File: src/rtl/nr_mem_arbiter_pkg.sv
// nr_mem_arbiter_pkg: shared types and defaults for the two-port memory arbiter.
package nr_mem_arbiter_pkg;
   localparam int DW_DEF = 8;
   localparam int AW_DEF = 4;
   typedef enum logic [1:0] {IDLE, ISSUE_A, ISSUE_B, ACK} state_t;
   typedef enum logic {PORT_A, PORT_B} port_t;
endpackage

File: src/rtl/nr_rr_arb2.sv
// nr_rr_arb2: two-input round-robin picker; req[0] is port A, req[1] is port B.
module nr_rr_arb2 import nr_mem_arbiter_pkg::*; (
   input  logic [1:0] req,
   input  logic       last,
   output logic       grant
);
   // On a tie the port not served last wins; otherwise whoever asks.
   assign grant = &req ? (last == PORT_A) : req[1];
endmodule

File: src/rtl/nr_mem_arbiter.sv
// nr_mem_arbiter: arbitrates an instruction-fetch read port and a data read/write port
// onto a single external nR_Memory, one transaction per two cycles.
module nr_mem_arbiter import nr_mem_arbiter_pkg::*; #(
   parameter int DW = DW_DEF,
   parameter int AW = AW_DEF
) (
   input  logic          clk,
   input  logic          clr,
   input  logic          req_a,
   input  logic [AW-1:0] adr_a,
   output logic          ack_a,
   input  logic          req_b,
   input  logic          we_b,
   input  logic [AW-1:0] adr_b,
   input  logic [DW-1:0] wdata_b,
   output logic          ack_b,
   output logic [DW-1:0] rdata,
   output logic [AW-1:0] mem_adrIn,
   output logic [AW-1:0] mem_adrOut,
   output logic [DW-1:0] mem_in,
   output logic          mem_canWrt,
   output logic          mem_canRd,
   input  logic [DW-1:0] mem_out
);
   state_t     state;
   port_t      last;
   logic [1:0] arb_req;
   logic       grant;
   logic       pick_b;
   logic       pick_wr;
   // In ACK the port just served sits out one cycle so the other can follow immediately.
   assign arb_req = state == IDLE ? {req_b, req_a}
                  : state == ACK  ? {req_b & (last != PORT_B), req_a & (last != PORT_A)}
                  : 2'b00;
   assign pick_b  = grant == PORT_B;
   assign pick_wr = pick_b & we_b;
   nr_rr_arb2 u_arb (.req(arb_req), .last(last), .grant(grant));
   always_ff @(posedge clk) begin
      if (clr) begin
         state      <= IDLE;
         last       <= PORT_B;
         rdata      <= '0;
         ack_a      <= 1'b0;
         ack_b      <= 1'b0;
         mem_canRd  <= 1'b0;
         mem_canWrt <= 1'b0;
         mem_adrOut <= '0;
         mem_adrIn  <= '0;
         mem_in     <= '0;
      end else begin
         ack_a      <= 1'b0;
         ack_b      <= 1'b0;
         mem_canRd  <= 1'b0;
         mem_canWrt <= 1'b0;
         mem_adrOut <= '0;
         mem_adrIn  <= '0;
         mem_in     <= '0;
         case (state)
            IDLE, ACK: begin
               state <= IDLE;
               if (|arb_req) begin
                  // Strobes are registered here so they are live for the whole ISSUE cycle.
                  state      <= pick_b ? ISSUE_B : ISSUE_A;
                  last       <= port_t'(grant);
                  mem_canRd  <= !pick_wr;
                  mem_adrOut <= pick_wr ? '0 : pick_b ? adr_b : adr_a;
                  mem_canWrt <= pick_wr;
                  mem_adrIn  <= pick_wr ? adr_b : '0;
                  mem_in     <= pick_wr ? wdata_b : '0;
               end
            end
            default: begin
               state <= ACK;
               if (mem_canRd) rdata <= mem_out;
               ack_a <= state == ISSUE_A;
               ack_b <= state == ISSUE_B;
            end
         endcase
      end
   end
endmodule

File: config.mk
export PLATFORM = sky130hd
export DESIGN_NAME = nr_mem_arbiter
export DESIGN_NICKNAME = d
export VERILOG_FILES = /design/src/rtl/nr_mem_arbiter_pkg.sv /design/src/rtl/nr_rr_arb2.sv /design/src/rtl/nr_mem_arbiter.sv
export SDC_FILE = /design/constraint.sdc
export NUM_CORES = 1
export LEC_CHECK = 0
export CORE_UTILIZATION = 40
export DETAILED_ROUTE_END_ITERATION = 6
export PLACE_DENSITY_LB_ADDON = 0.2
export SYNTH_ARGS = -nofsm -noshare
export SYNTH_HDL_FRONTEND = slang
export SYNTH_SLANG_ARGS = --single-unit
File: constraint.sdc
create_clock -name clk -period 1.8 [get_ports clk]
set_input_delay 0.45 -clock clk [delete_from_list [all_inputs] [get_ports clk]]
set_output_delay 0.45 -clock clk [all_outputs]
set_load 0.03 [all_outputs]
==> run metrics <==
CP startpoint kind register; share of cells above drive strength 1 0.167; Sum Neg Setup Slack 0 ps; crit-path max FO 1; Syn Inst Count 120; Area contributors post-synth dfxtp_1 (51%), and2_4 (6.5%), a21oi_1 (5.0%); total congestion overflow 0; Min-Delay Endpoint rdata[3]; r2r worst-path depth 5; routability cong. 0.853; nets@finish 218; PD cells 1250 nW/µm²; Worst setup EP type output pin; failing checks design-rule violations; RSZ-0062 raised after global routing false; Req. time, crit path 1350 ps; CP Class register to output pin; predominant post-synthesis flop cell dfxtp_1; Final setup viols 0; post-CTS setup buffers 0; slowest CP cell clkdlybuf4s50_1; endpoints failing hold 0; worst setup margin 47.1 ps; cts bufs inserted 5; initial antenna violation count 0; clk root buf clkbuf_4; die area 3250 µm²; hold path cells 2; Wirelength per Cell 13.3 µm; area leader, netlist dfxtp_1; Mapped Nets 153; reg2reg start state[0]; Detailed Routing Iterations Pass 1 6; Seq/Total Area, Yosys 0.513; IO buf count 56; FFs w/ async S/R, synth 0; vias in the first global route 1051; Post-Syn Area 1210 µm²; min-delay src rdata[3]; Filler cells 221; IR drop worst, VDD 0.823 mV; multi-input logic area 536 µm²; CTS tree built; CP delay by family, top buffers and inverters; IO Count 57; routed vias 1121; EDFF count, synth 0; R2R Path End mem_adrIn[2]; num rows 19; end-of-flow core utilization 0.687; Synth Area per Inst 10.1 µm²; status finished, violations left; post-layout minimum cycle time 1750 ps; count leader, synth dfxtp_1; DP HPWL 2200 µm; Critical Path AT 1300 ps; first-pass GRT wire length 4440 µm; antenna viol nets, final 0; P_leak 0.996 nW; clock latency on the worst-skew pair 330 ps; Sink Count 31; Die H 57.0 µm; Clock Path Buffers 2; Fmax 570 MHz; core area 2810 µm²; Starting DRT DRC Count 27; max_slew headroom 0.732; max-slew violations 0; Yosys top cell area share 0.513; FF+latch area 621 µm²; WP buf/inv 1; Reg2Reg Setup Slack 150 ps; measured slew at the worst slew-check pin 402 ps; post-place setup slack -122 ps; Worst path max stage delay 670 ps; CP Cell Sequence clkdlybuf4s50_1; drt drc 10; H-tree depth 2; synthesized flop and latch total 31; Post-Route WL 2880 µm; area grow syn2layout 59.3%; Worst-path clk slew 100 ps; routed vias/inst 5.17; Die Wd 57.0 µm; largest net degree at the start of global routing 14; top post-synthesis cells by count dfxtp_1 (31), a21oi_1 (12), and2_4 (9), nand2_1 (9), nand3_1 (8); period utilization 0.974; GRT Total Usage 0.183; Antenna Cells 0; Hold/Removal Path Class register to register; Synth cell types 29; yosys warns 0; max capacitance violation total 0; Clock Skew 6.41 ps; Initial Utilization 0.431
[through the flow]
stage / total power [mW] / instance area [µm²] / instances / hold WS (ps)
floorplan: 1.57 / 1210 / 120 / 536
global placement: 1.94 / 1830 / 209 / 442
detailed placement: 1.98 / 1830 / 209 / 447
CTS: 2.42 / 1890 / 217 / 458
global route: 2.56 / 1930 / 217 / 482
finish: 2.42 / 1930 / 217 / 456
[final cells by class]
cell class / instances / share of cell area
Inverter: 4 / 0.00779
Tap cell: 31 / 0.0201
Sequential cell: 31 / 0.322
Timing Repair Buffer: 64 / 0.336
Multi-Input combinational cell: 79 / 0.278
Clock buffer: 8 / 0.0357
[cells by family (layout without fill, tap and decap cells)]
group / after synthesis / after routing / share of synthesized area
buffers and inverters: 10 / 76 / 0.0465
DFF: 31 / 31 / 0.513
AOI/OAI and AO/OA: 34 / 34 / 0.195
adders and majority gates: 4 / 4 / 0.0414
and+or+nand+nor: 41 / 41 / 0.204
[cells in the final DEF (no fill, tap or decap)]
cell type        count
clkdlybuf4s50_1     36
dfxtp_1             31
dlymetal6s2s_1      14
a21oi_1             12
nand2_1              9
and2_4               9
nand3_1              8
buf_4                8
dlygate4sd2_1        6
a211oi_1             5
clkbuf_4             5
inv_1                4
o211ai_1             4
o2111ai_1            4
nor2_1               3
o21ai_0              3
and2_2               3
ha_1                 3
nand2b_1             2
o21a_1               2
and2_1               2
clkbuf_8             2
nand3b_1             1
and2b_4              1
o21ba_4              1
nor3_1               1
o2111a_2             1
o21ai_1              1
or3_1                1
a221o_1              1
nor2b_1              1
ha_2                 1
clkbuf_1             1
[flip-flops by register name (all words and copies together), names as in the netlist]
name and count:
ack_b 1, rdata 8, mem_adrOut 4, mem_canWrt 1, last 1, mem_canRd 1, state 2, mem_adrIn 4
ack_a 1, mem_in 8
[timing repair]
| item | CTS | global route |
|---|---|---|
| gates resized for setup | 6 | 15 |
| pin swaps | 0 | 0 |
| hold buffers | 0 | 0 |
| setup endpoints to repair | 6 | 17 |
[report_power, final]
| part | internal (mW) | switching, mW |
|---|---|---|
| Sequential | 0.797 | 0.0657 |
| Combinational | 0.479 | 0.618 |
| Clock | 0.230 | 0.228 |
[how the worst max path moves through the flow]
stage	start	endpoint	slack, ps	cells after the start
floorplan	state[0]	mem_adrIn[3]	220	7
global placement	req_a	mem_adrIn[0]	-90	4
detailed placement	req_a	mem_adrIn[2]	-120	4
CTS	rdata[2]	rdata[2]	0.05	1
global route	mem_adrOut[0]	mem_adrOut[0]	0.3	1
finish	mem_adrOut[1]	mem_adrOut[1]	50	1
[routing by layer]
layer,vias to the layer above,global-route usage,part of all wire
li1,548,-,-
met1,511,0.181,0.38
met2,52,0.331,0.50
met3,10,0.0658,0.090
met4,0,0.101,0.026
met5,-,0,0
Power figures use the tool's default switching activity.
